<file path="config.mk">
export PLATFORM = sky130hd
export DESIGN_NAME = alu_share_ctrl_flat
export DESIGN_NICKNAME = d
export VERILOG_FILES = /design/src/rtl/alu_share_ctrl_if.sv /design/src/rtl/alu_share_ctrl.sv /design/src/flat_wrapper.sv
export SDC_FILE = /design/constraint.sdc
export NUM_CORES = 1
export LEC_CHECK = 0
export CORE_UTILIZATION = 25
export DETAILED_ROUTE_END_ITERATION = 8
export GPL_TIMING_DRIVEN = 1
export SLEW_MARGIN = 20
export SYNTH_ARGS = -nofsm -noshare
export SYNTH_HDL_FRONTEND = slang
export SYNTH_SLANG_ARGS = --single-unit
export TNS_END_PERCENT = 50
</file>
<file path="constraint.sdc">
create_clock -name clk -period 2.13 [get_ports clk]
set_input_delay 0.3195 -clock clk [delete_from_list [all_inputs] [get_ports clk]]
set_output_delay 0.3195 -clock clk [all_outputs]
set_load 0.01 [all_outputs]
</file>
<file path="src/rtl/alu_share_ctrl_if.sv">
// rtl/alu_share_ctrl_if.sv - requester-side handshake bundle for alu_share_ctrl
interface alu_share_ctrl_if #(
  parameter int WIDTH = 32
);
  // port 0 request
  logic             req0_valid;
  logic             req0_ready;
  logic [WIDTH-1:0] req0_a;
  logic [WIDTH-1:0] req0_b;
  logic [2:0]       req0_op;
  // port 1 request
  logic             req1_valid;
  logic             req1_ready;
  logic [WIDTH-1:0] req1_a;
  logic [WIDTH-1:0] req1_b;
  logic [2:0]       req1_op;
  // responses share one data path; the valid lines select the owner
  logic             rsp0_valid;
  logic             rsp0_ready;
  logic             rsp1_valid;
  logic             rsp1_ready;
  logic [WIDTH-1:0] rsp_result;
  logic             rsp_z;
  logic             rsp_err;

  modport master (
    output req0_valid, req0_a, req0_b, req0_op,
    output req1_valid, req1_a, req1_b, req1_op,
    output rsp0_ready, rsp1_ready,
    input  req0_ready, req1_ready,
    input  rsp0_valid, rsp1_valid, rsp_result, rsp_z, rsp_err
  );

  modport slave (
    input  req0_valid, req0_a, req0_b, req0_op,
    input  req1_valid, req1_a, req1_b, req1_op,
    input  rsp0_ready, rsp1_ready,
    output req0_ready, req1_ready,
    output rsp0_valid, rsp1_valid, rsp_result, rsp_z, rsp_err
  );
endinterface

</file>
<file path="src/rtl/alu_share_ctrl.sv">
// rtl/alu_share_ctrl.sv - two-port arbiter/sequencer sharing one combinational ALU
module alu_share_ctrl #(
  parameter int WIDTH    = 32,
  parameter int ARB_MODE = 0,
  parameter int CNT_W    = 16
) (
  input  logic             clk,
  input  logic             clrn,
  alu_share_ctrl_if.slave  bus,
  output logic [WIDTH-1:0] alua,
  output logic [WIDTH-1:0] alub,
  output logic [2:0]       aluop,
  input  logic [WIDTH-1:0] alu_output,
  input  logic             alu_z,
  output logic             busy,
  output logic [CNT_W-1:0] op_count
);

  localparam logic [2:0] OP_ILLEGAL = 3'b111;

  typedef enum logic [1:0] {
    ST_IDLE = 2'd0,
    ST_EXEC = 2'd1,
    ST_RESP = 2'd2
  } state_t;

  state_t           state_q, state_d;
  logic             ptr_q, ptr_d;          // round-robin favourite when both request
  logic             id_q, id_d;            // port that owns the op in flight
  logic [WIDTH-1:0] alua_q, alua_d;
  logic [WIDTH-1:0] alub_q, alub_d;
  logic [2:0]       aluop_q, aluop_d;
  logic [WIDTH-1:0] rsp_result_q, rsp_result_d;
  logic             rsp_z_q, rsp_z_d;
  logic             rsp_err_q, rsp_err_d;
  logic [CNT_W-1:0] op_count_q, op_count_d;

  logic             grant_any;
  logic             grant_id;
  logic             accept;
  logic             rsp_take;

  // Pick a winner from the current valids; a lone requester always wins
  always_comb begin
    grant_any = bus.req0_valid | bus.req1_valid;
    grant_id  = 1'b0;
    if (bus.req0_valid && bus.req1_valid) begin
      grant_id = (ARB_MODE == 1) ? 1'b0 : ptr_q;
    end else begin
      grant_id = bus.req1_valid;
    end
  end

  assign bus.req0_ready = (state_q == ST_IDLE) & grant_any & ~grant_id;
  assign bus.req1_ready = (state_q == ST_IDLE) & grant_any &  grant_id;
  assign accept         = (state_q == ST_IDLE) & grant_any;

  assign bus.rsp0_valid = (state_q == ST_RESP) & ~id_q;
  assign bus.rsp1_valid = (state_q == ST_RESP) &  id_q;
  // only the owning port's ready completes the response
  assign rsp_take       = (state_q == ST_RESP) & (id_q ? bus.rsp1_ready : bus.rsp0_ready);

  assign bus.rsp_result = rsp_result_q;
  assign bus.rsp_z      = rsp_z_q;
  assign bus.rsp_err    = rsp_err_q;
  assign alua           = alua_q;
  assign alub           = alub_q;
  assign aluop          = aluop_q;
  assign busy           = (state_q != ST_IDLE);
  assign op_count       = op_count_q;

  // Next-state and datapath updates for the IDLE -> EXEC -> RESP sequence
  always_comb begin
    state_d      = state_q;
    ptr_d        = ptr_q;
    id_d         = id_q;
    alua_d       = alua_q;
    alub_d       = alub_q;
    aluop_d      = aluop_q;
    rsp_result_d = rsp_result_q;
    rsp_z_d      = rsp_z_q;
    rsp_err_d    = rsp_err_q;
    op_count_d   = op_count_q;
    unique case (state_q)
      ST_IDLE: begin
        if (accept) begin
          id_d    = grant_id;
          alua_d  = grant_id ? bus.req1_a  : bus.req0_a;
          alub_d  = grant_id ? bus.req1_b  : bus.req0_b;
          aluop_d = grant_id ? bus.req1_op : bus.req0_op;
          state_d = ST_EXEC;
        end
      end
      ST_EXEC: begin
        // the ALU output is undefined for the illegal code, so never sample it
        if (aluop_q == OP_ILLEGAL) begin
          rsp_result_d = '0;
          rsp_z_d      = 1'b0;
          rsp_err_d    = 1'b1;
        end else begin
          rsp_result_d = alu_output;
          rsp_z_d      = alu_z;
          rsp_err_d    = 1'b0;
        end
        state_d = ST_RESP;
      end
      ST_RESP: begin
        if (rsp_take) begin
          op_count_d = op_count_q + CNT_W'(1);
          if (ARB_MODE == 0) begin
            ptr_d = ~id_q;
          end
          state_d = ST_IDLE;
        end
      end
      default: state_d = ST_IDLE;
    endcase
  end

  // State and datapath registers; reset aborts any op in flight
  always_ff @(posedge clk or negedge clrn) begin
    if (!clrn) begin
      state_q      <= ST_IDLE;
      ptr_q        <= 1'b0;
      id_q         <= 1'b0;
      alua_q       <= '0;
      alub_q       <= '0;
      aluop_q      <= '0;
      rsp_result_q <= '0;
      rsp_z_q      <= 1'b0;
      rsp_err_q    <= 1'b0;
      op_count_q   <= '0;
    end else begin
      state_q      <= state_d;
      ptr_q        <= ptr_d;
      id_q         <= id_d;
      alua_q       <= alua_d;
      alub_q       <= alub_d;
      aluop_q      <= aluop_d;
      rsp_result_q <= rsp_result_d;
      rsp_z_q      <= rsp_z_d;
      rsp_err_q    <= rsp_err_d;
      op_count_q   <= op_count_d;
    end
  end

endmodule

</file>
<file path="src/flat_wrapper.sv">
// flat-port wrapper written by rule: the top's interface ports become plain ports
module alu_share_ctrl_flat 
#(
  parameter int WIDTH    = 32,
  parameter int ARB_MODE = 0,
  parameter int CNT_W    = 16
)
  (clk, clrn, alua, alub, aluop, alu_output, alu_z, busy, op_count, bus_req0_valid, bus_req0_a, bus_req0_b, bus_req0_op, bus_req1_valid, bus_req1_a, bus_req1_b, bus_req1_op, bus_rsp0_ready, bus_rsp1_ready, bus_req0_ready, bus_req1_ready, bus_rsp0_valid, bus_rsp1_valid, bus_rsp_result, bus_rsp_z, bus_rsp_err);
  alu_share_ctrl_if #(.WIDTH(WIDTH)) bus_i ();
  input  logic clk;
  input  logic clrn;
  output logic [WIDTH-1:0] alua;
  output logic [WIDTH-1:0] alub;
  output logic [2:0] aluop;
  input  logic [WIDTH-1:0] alu_output;
  input  logic alu_z;
  output logic busy;
  output logic [CNT_W-1:0] op_count;
  input wire logic [$bits(bus_i.req0_valid)-1:0] bus_req0_valid;
  input wire logic [$bits(bus_i.req0_a)-1:0] bus_req0_a;
  input wire logic [$bits(bus_i.req0_b)-1:0] bus_req0_b;
  input wire logic [$bits(bus_i.req0_op)-1:0] bus_req0_op;
  input wire logic [$bits(bus_i.req1_valid)-1:0] bus_req1_valid;
  input wire logic [$bits(bus_i.req1_a)-1:0] bus_req1_a;
  input wire logic [$bits(bus_i.req1_b)-1:0] bus_req1_b;
  input wire logic [$bits(bus_i.req1_op)-1:0] bus_req1_op;
  input wire logic [$bits(bus_i.rsp0_ready)-1:0] bus_rsp0_ready;
  input wire logic [$bits(bus_i.rsp1_ready)-1:0] bus_rsp1_ready;
  output wire logic [$bits(bus_i.req0_ready)-1:0] bus_req0_ready;
  output wire logic [$bits(bus_i.req1_ready)-1:0] bus_req1_ready;
  output wire logic [$bits(bus_i.rsp0_valid)-1:0] bus_rsp0_valid;
  output wire logic [$bits(bus_i.rsp1_valid)-1:0] bus_rsp1_valid;
  output wire logic [$bits(bus_i.rsp_result)-1:0] bus_rsp_result;
  output wire logic [$bits(bus_i.rsp_z)-1:0] bus_rsp_z;
  output wire logic [$bits(bus_i.rsp_err)-1:0] bus_rsp_err;
  assign bus_i.req0_valid = bus_req0_valid;
  assign bus_i.req0_a = bus_req0_a;
  assign bus_i.req0_b = bus_req0_b;
  assign bus_i.req0_op = bus_req0_op;
  assign bus_i.req1_valid = bus_req1_valid;
  assign bus_i.req1_a = bus_req1_a;
  assign bus_i.req1_b = bus_req1_b;
  assign bus_i.req1_op = bus_req1_op;
  assign bus_i.rsp0_ready = bus_rsp0_ready;
  assign bus_i.rsp1_ready = bus_rsp1_ready;
  assign bus_req0_ready = bus_i.req0_ready;
  assign bus_req1_ready = bus_i.req1_ready;
  assign bus_rsp0_valid = bus_i.rsp0_valid;
  assign bus_rsp1_valid = bus_i.rsp1_valid;
  assign bus_rsp_result = bus_i.rsp_result;
  assign bus_rsp_z = bus_i.rsp_z;
  assign bus_rsp_err = bus_i.rsp_err;
  alu_share_ctrl #(.WIDTH(WIDTH), .ARB_MODE(ARB_MODE), .CNT_W(CNT_W)) u_core (.clk(clk), .clrn(clrn), .bus(bus_i), .alua(alua), .alub(alub), .aluop(aluop), .alu_output(alu_output), .alu_z(alu_z), .busy(busy), .op_count(op_count));
endmodule
</file>
==> results of run 1 <==
path summary, 6_finish.rpt:
| path | start | cells after the start | end |
|---|---|---|---|
| max | u_core.state_q[1] | 3 | bus_rsp1_valid |
| min | clrn | 2 | u_core.op_count[11] |
| max reg2reg | u_core.state_q[1] | 5 | u_core.alub[25] |
| min reg2reg | u_core.op_count[15] | 1 | u_core.op_count[15] |
| max in group asynchronous | clrn | 3 | u_core.alub[9] |
| min in group clk | u_core.op_count[15] | 1 | u_core.op_count[15] |
power breakdown:
group          switching [W]  total (W)  internal [W]
clock network       0.000987    0.00303       0.00204
logic                0.00235    0.00547       0.00312
registers           0.000706    0.00404       0.00333
critical path, delay by kind of cell (launching register included):
kind,cells,cell delay (ns)
buffers and inverters,1,0.55
DFF,1,0.43
and+or+nand+nor,2,0.32
Yosys cell counts, drive strengths merged, types with 2 or more instances:
| library cell | count |
|---|---|
| nand4 | 3 |
| mux2 | 2 |
| and2 | 2 |
| clkbuf | 10 |
| inv | 73 |
| buf | 19 |
| o21ai | 3 |
| dfrtp | 121 |
| a222oi | 67 |
| and3 | 2 |
| a22o | 33 |
| xor2 | 5 |
| nand3 | 5 |
| nor4 | 2 |
| nand2 | 7 |
| nor2 | 6 |
| nand2b | 2 |
| xnor2 | 10 |
state kept, by name, indices dropped and copies added, names as in the netlist:
name	cells
u_core.bus.rsp_err	1
u_core.op_count	16
u_core.state_q	2
u_core.id_q	1
u_core.alub	32
u_core.aluop	3
u_core.bus.rsp_z	1
u_core.alua	32
u_core.ptr_q	1
u_core.bus.rsp_result	32
kinds of logic (layout without fill, tap and decap cells):
group | count (synthesis) | in the layout | synth area share
fa+ha+maj | 1 | 1 | 0.00256
mux | 3 | 3 | 0.00742
buf+inv | 102 | 414 | 0.0878
flops | 121 | 121 | 0.619
compound gates | 107 | 107 | 0.212
xor+xnor | 15 | 15 | 0.0269
simple gates | 34 | 34 | 0.0440
stage by stage:
stage	setup TNS (ns)	instance area (µm²)
floorplan	0	4890
global placement	-0.0668	8180
detailed placement	-0.0702	8180
CTS	0	8810
global route	0	8820
finish	0	8820
cells in the final DEF, fill, tap and decap left out, types with 7 or more instances in the layout:
master,netlist,routed
clkdlybuf4s50_1,0,290
dfrtp_1,121,119
inv_1,72,72
a222oi_1,67,67
a22o_1,33,33
clkbuf_16,0,17
buf_4,2,11
xnor2_1,10,10
nand2_1,7,7
routing by layer:
| layer | wire length [µm] | GRT usage |
|---|---|---|
| met5 | 0 | 0 |
| met4 | 290 | 0.0623 |
| met2 | 7500 | 0.258 |
| met3 | 1200 | 0.0432 |
| met1 | 6680 | 0.199 |
layout make-up:
cell class,instances,area [µm²]
inverters,73,274
clock inverters,8,143
fillers,1706,10100
clock buffers,23,478
repair buffers,310,3120
flip-flops and latches,121,3030
multi-input cells,160,1450
well taps,260,325
repair_timing:
| action | CTS | global route |
|---|---|---|
| resized for setup | 4 | 2 |
| endpoints found under the setup margin | 4 | 1 |
| hold buffers | 1 | 0 |
| endpoints found under the hold margin | 15 | 0 |
| buffers inserted | 0 | 1 |
==> impl_results.md, run 1 <==
- Crit path launch type: register
- Final hold slack: 0.345 ns
- R2R setup slack: 0.44 ns
- Total CTS buffers: 17
- Final Max Tran Viols: 0
- Via count: 4426
- Sink Count: 121
- Hold Vio Cnt, Final: 0
- Reg clk slew, reported paths: 0.05 ns
- RSZ-0062 raised after global routing: no
- Max-cap violations: 0
- Fin nets: 857
- Worst vdd ir: 0.000647 V
- Detail Placement HPWL: 11500 µm
- Avg WL per Cell: 16.4 µm
- Relative slew margins: 0.539
- Register area share after synthesis: 0.619
- Die Area: 20100 µm²
- Share of layout cells above drive strength 1: 0.0835
- Worst setup EP type: primary output
- Vias in the first global route: 4491
- Total power: 0.0125 W
- Final Util: 0.465
- WS Path Type: register to primary output
- Die extent in x: 142 µm
- Gpl congestion: 0.736
- Placed Cells: 922
- Post-synthesis cell area: 4890 µm²
- Pin count of the biggest net entering global routing: 68
- Syn Nets: 557
- Leakage: 3.96 nW
- Fmax: 0.493 GHz
- Core ar.: 19000 µm²
- Number of synthesized register bits: 121
- Final std cells w/o fill: 955
- DRT iter0 DRCs: 367
- Port buffer count: 294
- Antenna violations before repair: 0
- Drt first pass iters: 6
- Worst skew pair latency: 0.42 ns
- CTS tree: yes
- Asr flop ratio synth: 1.00
- Clock root buffer: clkbuf_16
- Outcome: finished, final reports clean
- Final WS setup: 0.0997 ns
- Main flop type after synthesis: dfrtp_1
- Number of synthesized flops with an enable pin: 0
- Required @ worst endpoint: 1.81 ns
- Initial Utilization: 0.258
- Layout Area Growth over Synthesis: 80.4%
- Gr usage total: 0.158
- Synth area leaders: dfrtp_1 (62%), a222oi_1 (14%), a22o_1 (5.9%), inv_1 (5.5%), xnor2_1 (1.8%)
- Drt via density: 4.63
- First-pass GRT wire length: 24300 µm
- Final WL: 15700 µm
- Die Span Y: 142 µm
- Row Count: 50
- Syn avg cell area: 12.8 µm²
- Share of the synthesized area in the top cell type: 0.619
- Pre-CTS setup slack: -0.0452 ns
- PwrDens: 1420 nW/µm²
- GR Overflow Total: 0
- Synth Instances: 383
- WP data arrival: 1.71 ns
- Clock skew: 0.0132 ns
- DRC: 0
- Clock Tree Buf Depth: 2
- Maximum fanout along the worst path: 6
- Routed Antenna Nets: 0
- CP Cell Sequence: nor2b_2, and2_1, clkdlybuf4s50_1
- Worst-Margin Slew: 0.691 ns
- Slowest cell on crit path: clkdlybuf4s50_1
- Critical Path Max Stage Delay: 0.55 ns
- ANT cells: 0
- Number of I/O pins: 295
- Min cycle time layout: 2.03 ns
- Synth area leader: dfrtp_1
- Hold Path Class: primary input to asynchronous set/reset pin
- H-tree Lvls: 4
- Yosys cell types: 35
- Synth warn: 0
- Setup violators final: 0
- Final worst-path cycle share: 0.953
Note: power is estimated with default switching activity, not from simulation.
==> inputs of run 2 (changes only) <==
--- a/config.mk
+++ b/config.mk
@@ -5,6 +5,7 @@
 export SDC_FILE = /design/constraint.sdc
 export NUM_CORES = 1
 export LEC_CHECK = 0
+export CORE_MARGIN = 3
 export CORE_UTILIZATION = 25
 export DETAILED_ROUTE_END_ITERATION = 8
 export GPL_TIMING_DRIVEN = 1
==> constraint.sdc (replaced) <==
create_clock -name clk -period 1.7 [get_ports clk]
set_input_delay 0.255 -clock clk [delete_from_list [all_inputs] [get_ports clk]]
set_output_delay 0.255 -clock clk [all_outputs]
set_load 0.01 [all_outputs]
==> run 2 against run 1 <==
Cell count up 1.2%. Critical endpoint is now bus_req1_ready. The run now ends with negative setup slack left. Sequential cell count unchanged. Routed wire length up 9.2%. Worst setup slack worse by 0.19 ns. Global-route usage up 0.14 points. Critical path depth unchanged. Via count up 3.1%. Die area up 5.7%. Core utilization up 0.53 points. Clock skew down 0.0024 ns. Clock-buffer cell count down 5.
==> impl_results.md, run 2 (synthesized netlist as in run 1, its figures left out) <==
- Most frequent cells in the layout: clkdlybuf4s50_1 (283), dfrtp_1 (118), inv_1 (72)
- Hold Vio Cnt, Final: 0
- Hold Path Class: primary input to asynchronous set/reset pin
- Sink Count: 121
- Relative slew margins: 0.691
- ANT cells: 0
- Detail Placement HPWL: 12600 µm
- Port buffer count: 294
- Clock root buffer: clkbuf_16
- Initial Utilization: 0.258
- Total CTS buffers: 17
- Clock Tree Buf Depth: 2
- GR Overflow Total: 0
- Worst vdd ir: 0.000674 V
- Worst reg2reg path endpoint: u_core.alua[4]
- Drt via density: 4.72
- First-pass GRT wire length: 27100 µm
- Routed Antenna Nets: 0
- Comb pwr share: 0.448
- WP data arrival: 1.53 ns
- Design Area, Final: 8920 µm²
- Clock skew: 0.0108 ns
- Die extent in x: 146 µm
- Layout Area Growth over Synthesis: 82.5%
- DRC: 0
- CTS tree: yes
- Worst-Margin Slew: 0.454 ns
- Drt first pass iters: 9
- Final worst-path cycle share: 1.05
- Share of layout cells above drive strength 1: 0.109
- Number of I/O pins: 295
- Clock power share: 0.239
- Most common cell after layout, fill and taps aside: clkdlybuf4s50_1
- PwrDens: 1790 nW/µm²
- Worst skew pair latency: 0.41 ns
- RSZ-0062 raised after global routing: yes
- Core ar.: 19000 µm²
- Via count: 4561
- Max-cap violations: 0
- Outcome: finished, violations left
- Gr usage total: 0.160
- Row Count: 50
- Worst setup EP type: primary output
- Maximum fanout along the worst path: 3
- WS Path Type: register to primary output
- Fin nets: 867
- Crit path launch type: register
- Leakage: 4.05 nW
- H-tree Lvls: 4
- FF-to-FF Start: u_core.state_q[0]
- Placed cell area: 8230 µm²
- R2R setup slack: 0.05 ns
- Final WS setup: -0.0863 ns
- Die Area: 21300 µm²
- Reg clk slew, reported paths: 0.06 ns
- Internal power: 0.0107 W
- Setup violators final: 3
- Min cycle time layout: 1.79 ns
- Fmax: 0.560 GHz
- DRT iter0 DRCs: 441
- Gpl congestion: 0.770
- Final hold slack: 0.394 ns
- Die Span Y: 146 µm
- Worst reg2reg path depth: 5
- Crit path from: u_core.state_q[0]
- Reg area: 3030 µm²
- NetSw: 0.00530 W
- Antenna violations before repair: 0
- Pin count of the biggest net entering global routing: 67
- Failing checks: negative setup slack
- Sequential share of power: 0.313
- Vias in the first global route: 4779
- Final Max Tran Viols: 0
- Required @ worst endpoint: 1.44 ns
- Multi-input gate area: 1450 µm²
- Switching Share: 0.332
- Filler instances: 1716
- Final WL: 17100 µm
- Avg WL per Cell: 17.7 µm
-- run 2: changes by cell type in the layout (fill, tap and decap cells not counted), moves of 3 or more --
cell | before | now
buf_4 | 11 | 18
clkdlybuf4s50_1 | 290 | 283
buf_6 | 0 | 5
clkinv_4 | 0 | 4
dlymetal6s2s_1 | 0 | 4
clkbuf_8 | 3 | 0
clkinvlp_4 | 1 | 4
-- run 2: metrics by stage --
stage / cells / utilization / TNS [ns] / setup slack, ns / power [W]
floorplan: 383 / - / 0 / 0.211 / 0.00811
detailed placement: 929 / 0.434 / -20.34 / -0.410 / 0.0122
finish: 966 / 0.471 / -0.134 / -0.0863 / 0.0160
global placement: 929 / 0.434 / -17.67 / -0.404 / 0.0120
CTS: 964 / 0.468 / -4.46 / -0.148 / 0.0161
global route: 966 / 0.471 / -1.57 / -0.161 / 0.0170
-- run 2: how the worst max path moves through the flow --
stage                 endpoint  cells past startpoint
3_3_place_gp    bus_req1_ready                      3
4_1_cts         bus_req1_ready                      3
3_5_place_dp    bus_req1_ready                      3
5_1_grt         bus_req1_ready                      3
6_report        bus_req1_ready                      3
2_1_floorplan  u_core.alub[18]                      6
-- run 2: critical path: stages, from the launching register on --
cell       delay [ns]
dfrtp_1          0.41
buf_6            0.13
a2111oi_4        0.38
buf_4            0.21
-- run 2: power groups by stage --
stage / Clock [W] / Combinational, W / Sequential (W)
2_1_floorplan: 0 / 0.00261 / 0.00550
3_3_place_gp: 0 / 0.00705 / 0.00499
3_5_place_dp: 0 / 0.00717 / 0.00500
4_1_cts: 0.00392 / 0.00719 / 0.00499
5_1_grt: 0.00406 / 0.00775 / 0.00517
6_report: 0.00382 / 0.00716 / 0.00500
-- run 2: cell type report --
type	instances	area share
tap	260	0.0365
multi-input combinational	160	0.162
inverter	73	0.0307
clock inverter	14	0.0223
timing repair buffer	320	0.360
sequential	121	0.340
clock buffer	18	0.0481
-- run 2: timing repair --
| action | CTS | global route |
|---|---|---|
| hold buffers | 1 | 0 |
| hold endpoints to repair | 121 | 0 |
| endpoints found under the setup margin | 27 | 67 |
| resized for setup | 18 | 15 |
| setup buffers | 2 | 2 |
| pin swaps | 0 | 2 |
-- run 2: per-layer routing --
metal / vias to the layer above / share of wire / wire (µm) / global-route usage
met3: 19 / 0.096 / 1650 / 0.0610
met5: - / 0 / 0 / 0
met4: 0 / 0.020 / 338 / 0.0494
met1: 2217 / 0.41 / 7060 / 0.198
li1: 2059 / - / - / -
met2: 266 / 0.47 / 8060 / 0.259
==> inputs of run 3 (changes only) <==
--- a/config.mk
+++ b/config.mk
@@ -5,10 +5,13 @@
 export SDC_FILE = /design/constraint.sdc
 export NUM_CORES = 1
 export LEC_CHECK = 0
+export CELL_PAD_IN_SITES_DETAIL_PLACEMENT = 0
+export CELL_PAD_IN_SITES_GLOBAL_PLACEMENT = 2
 export CORE_MARGIN = 3
-export CORE_UTILIZATION = 25
+export CORE_UTILIZATION = 20
 export DETAILED_ROUTE_END_ITERATION = 8
 export GPL_TIMING_DRIVEN = 1
+export PLACE_DENSITY_LB_ADDON = 0.1
 export SLEW_MARGIN = 20
 export SYNTH_ARGS = -nofsm -noshare
 export SYNTH_HDL_FRONTEND = slang
==> constraint.sdc (replaced) <==
create_clock -name clk -period 1.7 [get_ports clk]
set_input_delay 0.51 -clock clk [delete_from_list [all_inputs] [get_ports clk]]
set_output_delay 0.51 -clock clk [all_outputs]
set_load 0.01 [all_outputs]
==> run 3 against run 2 <==
The flow still finishes with violations (negative setup slack). Global-route usage fell by 1.8 points. Routed wire length rose by 14%. Worst hold slack got worse by 0.27 ns. First-iteration DRC count is 8.8% lower. Total power rose by 0.37%. Die area grew 24%. Critical path depth increased by 3. Non-clock buffer count grew 31. Fmax is 15% lower. Clock-buffer cell count up 1. Via count grew 2.6%. Clock skew decreased by 0.0035 ns.
==> impl_results.md, run 3 (synthesized netlist as in run 1, its figures left out) <==
- Sink Count: 121
- Pin count of the biggest net entering global routing: 86
- Routed Antenna Nets: 0
- Detail Placement HPWL: 13500 µm
- Pre-CTS setup slack: -0.655 ns
- Antenna violations before repair: 0
- Total CTS buffers: 17
- Die Area: 26400 µm²
- Placed Cells: 997
- Min cycle time layout: 2.09 ns
- Die extent in x: 162 µm
- Final worst-path cycle share: 1.23
- PwrDens: 1720 nW/µm²
- Leakage: 4.55 nW
- Avg WL per Cell: 18.4 µm
- GR Overflow Total: 0
- Met2 WL post-DR: 9730 µm
- Outcome: finished, violations left
- Required @ worst endpoint: 1.19 ns
- Maximum fanout along the worst path: 4
- Final WS setup: -0.390 ns
- Max-cap violations: 0
- Failing checks: negative setup slack
- Hold Path Class: primary input to asynchronous set/reset pin
- Initial Utilization: 0.206
- Final WL: 19500 µm
- Setup violators final: 60
- ANT cells: 0
- Clock skew: 0.00725 ns
- Relative slew margins: 0.657
- Total power: 0.0160 W
- Drt via density: 4.43
- Clock root buffer: clkbuf_16
- DRT iter0 DRCs: 402
- Share of layout cells above drive strength 1: 0.156
- Most used cell, CP: buf_6
- H-tree Lvls: 4
- Reg clk slew, reported paths: 0.06 ns
- Worst skew pair latency: 0.41 ns
- Filler instances: 2316
- RSZ-0062 raised after global routing: yes
- Worst Path Buf+Inv: 4
- WS Path Type: register to primary output
- Slowest cell on crit path: dfrtp_2
- Fmax: 0.478 GHz
- Final Max Tran Viols: 0
- Worst-Margin Slew: 0.515 ns
- Row Count: 56
- Worst vdd ir: 0.000544 V
- Internal power: 0.0104 W
- Clock Tree Buf Depth: 2
- First-pass GRT wire length: 28700 µm
- Sequential share of power: 0.305
- WP data arrival: 1.58 ns
- Number of I/O pins: 295
- Post-route setup TNS: -4.84 ns
- Critical Path Max Stage Delay: 0.43 ns
- Drt first pass iters: 8
- Gate family responsible for the most delay along the worst path: buffers and inverters
- Vias in the first global route: 4907
- DR WL met3: 2050 µm
- Layout Area Growth over Synthesis: 91.0%
- DRT met1 WL: 7330 µm
- Worst setup EP type: primary output
- Most common cell after layout, fill and taps aside: clkdlybuf4s50_1
- Gr usage total: 0.142
- Clock power share: 0.238
- Core ar.: 23800 µm²
- # hold bufs at CTS: 0
- Comb pwr share: 0.456
- CTS tree: yes
- Die Span Y: 162 µm
- Crit path launch type: register
- Via count: 4681
- Hold Vio Cnt, Final: 0
- DR top layer: met4
- Final hold slack: 0.119 ns
- Port buffer count: 294
- Fin nets: 898
- Most frequent cells in the layout: clkdlybuf4s50_1 (169), dfrtp_1 (120), dlygate4sd2_1 (117)
- DRC: 0
- NetSw: 0.00560 W
- CP Cell Sequence: buf_4, buf_6, buf_6, nor2b_4, and2_4, buf_6
- Gpl congestion: 0.740
- Final std cells w/o fill: 1056
- Switching Share: 0.349
run 3: cell types whose count changed in the layout (fill, tap and decap cells not counted), sizes merged:
| cell | delta |
|---|---|
| bufinv | -1 |
| buf | +29 |
| clkbuf | +5 |
| dlygate4sd2 | +115 |
| clkdlybuf4s15 | +2 |
| clkinvlp | -2 |
| inv | +2 |
| clkdlybuf4s50 | -114 |
| dlymetal6s2s | -4 |
| dlygate4sd3 | -1 |
run 3: per-stage QoR:
stage / instance area (µm²) / utilization
after floorplan: 4890 / -
after global placement: 8370 / 0.352
after detailed placement: 8370 / 0.352
after CTS: 9060 / 0.382
after global routing: 9340 / 0.393
final: 9340 / 0.393
run 3: layout make-up:
class	count	area, µm²	share of cell area
inverter	73	277	0.0296
sequential	121	3030	0.324
multi-input combinational	160	1490	0.160
timing repair buffer	351	3520	0.377
clock inverter	13	168	0.0180
clock buffer	19	453	0.0485
tap	319	399	0.0428
run 3: power by group through the flow:
stage | registers [W] | clock network (W) | logic [W]
finish | 0.00489 | 0.00382 | 0.00732
global placement | 0.00496 | 0 | 0.00732
floorplan | 0.00550 | 0 | 0.00261
detailed placement | 0.00498 | 0 | 0.00736
global route | 0.00506 | 0.00409 | 0.00794
CTS | 0.00490 | 0.00397 | 0.00694
run 3: what timing repair did:
item,4_1_cts,5_1_grt
endpoints found under the setup margin,189,100
buffers inserted,12,8
pin swaps,47,31
cloned,2,5
resized for setup,163,28
run 3: worst paths after layout:
path                                  endpoint           startpoint  slack (ns)  cells past startpoint
min                         u_core.op_count[8]                 clrn        0.12                      2
min reg2reg                u_core.op_count[15]  u_core.op_count[15]        0.47                      1
min in group clk           u_core.op_count[15]  u_core.op_count[15]        0.47                      1
max in group asynchronous       u_core.alua[4]                 clrn        1.15                      2
max                             bus_rsp1_valid    u_core.state_q[1]       -0.39                      6
max reg2reg                    u_core.alub[23]    u_core.state_q[1]       -0.11                      8
run 3: worst register-to-register path: stages (launching register included):
cell       delay, ns
dfrtp_2         0.43
buf_6           0.12
a2111oi_4       0.39
buf_4           0.19
buf_8           0.12
buf_12          0.17
clkbuf_16       0.17
a222oi_1        0.10
inv_1           0.08
run 3: per-layer routing:
| layer | track usage | vias up |
|---|---|---|
| li1 | - | 2134 |
| met1 | 0.160 | 2309 |
| met2 | 0.238 | 218 |
| met3 | 0.0651 | 20 |
| met4 | 0.0496 | 0 |
| met5 | 0 | - |
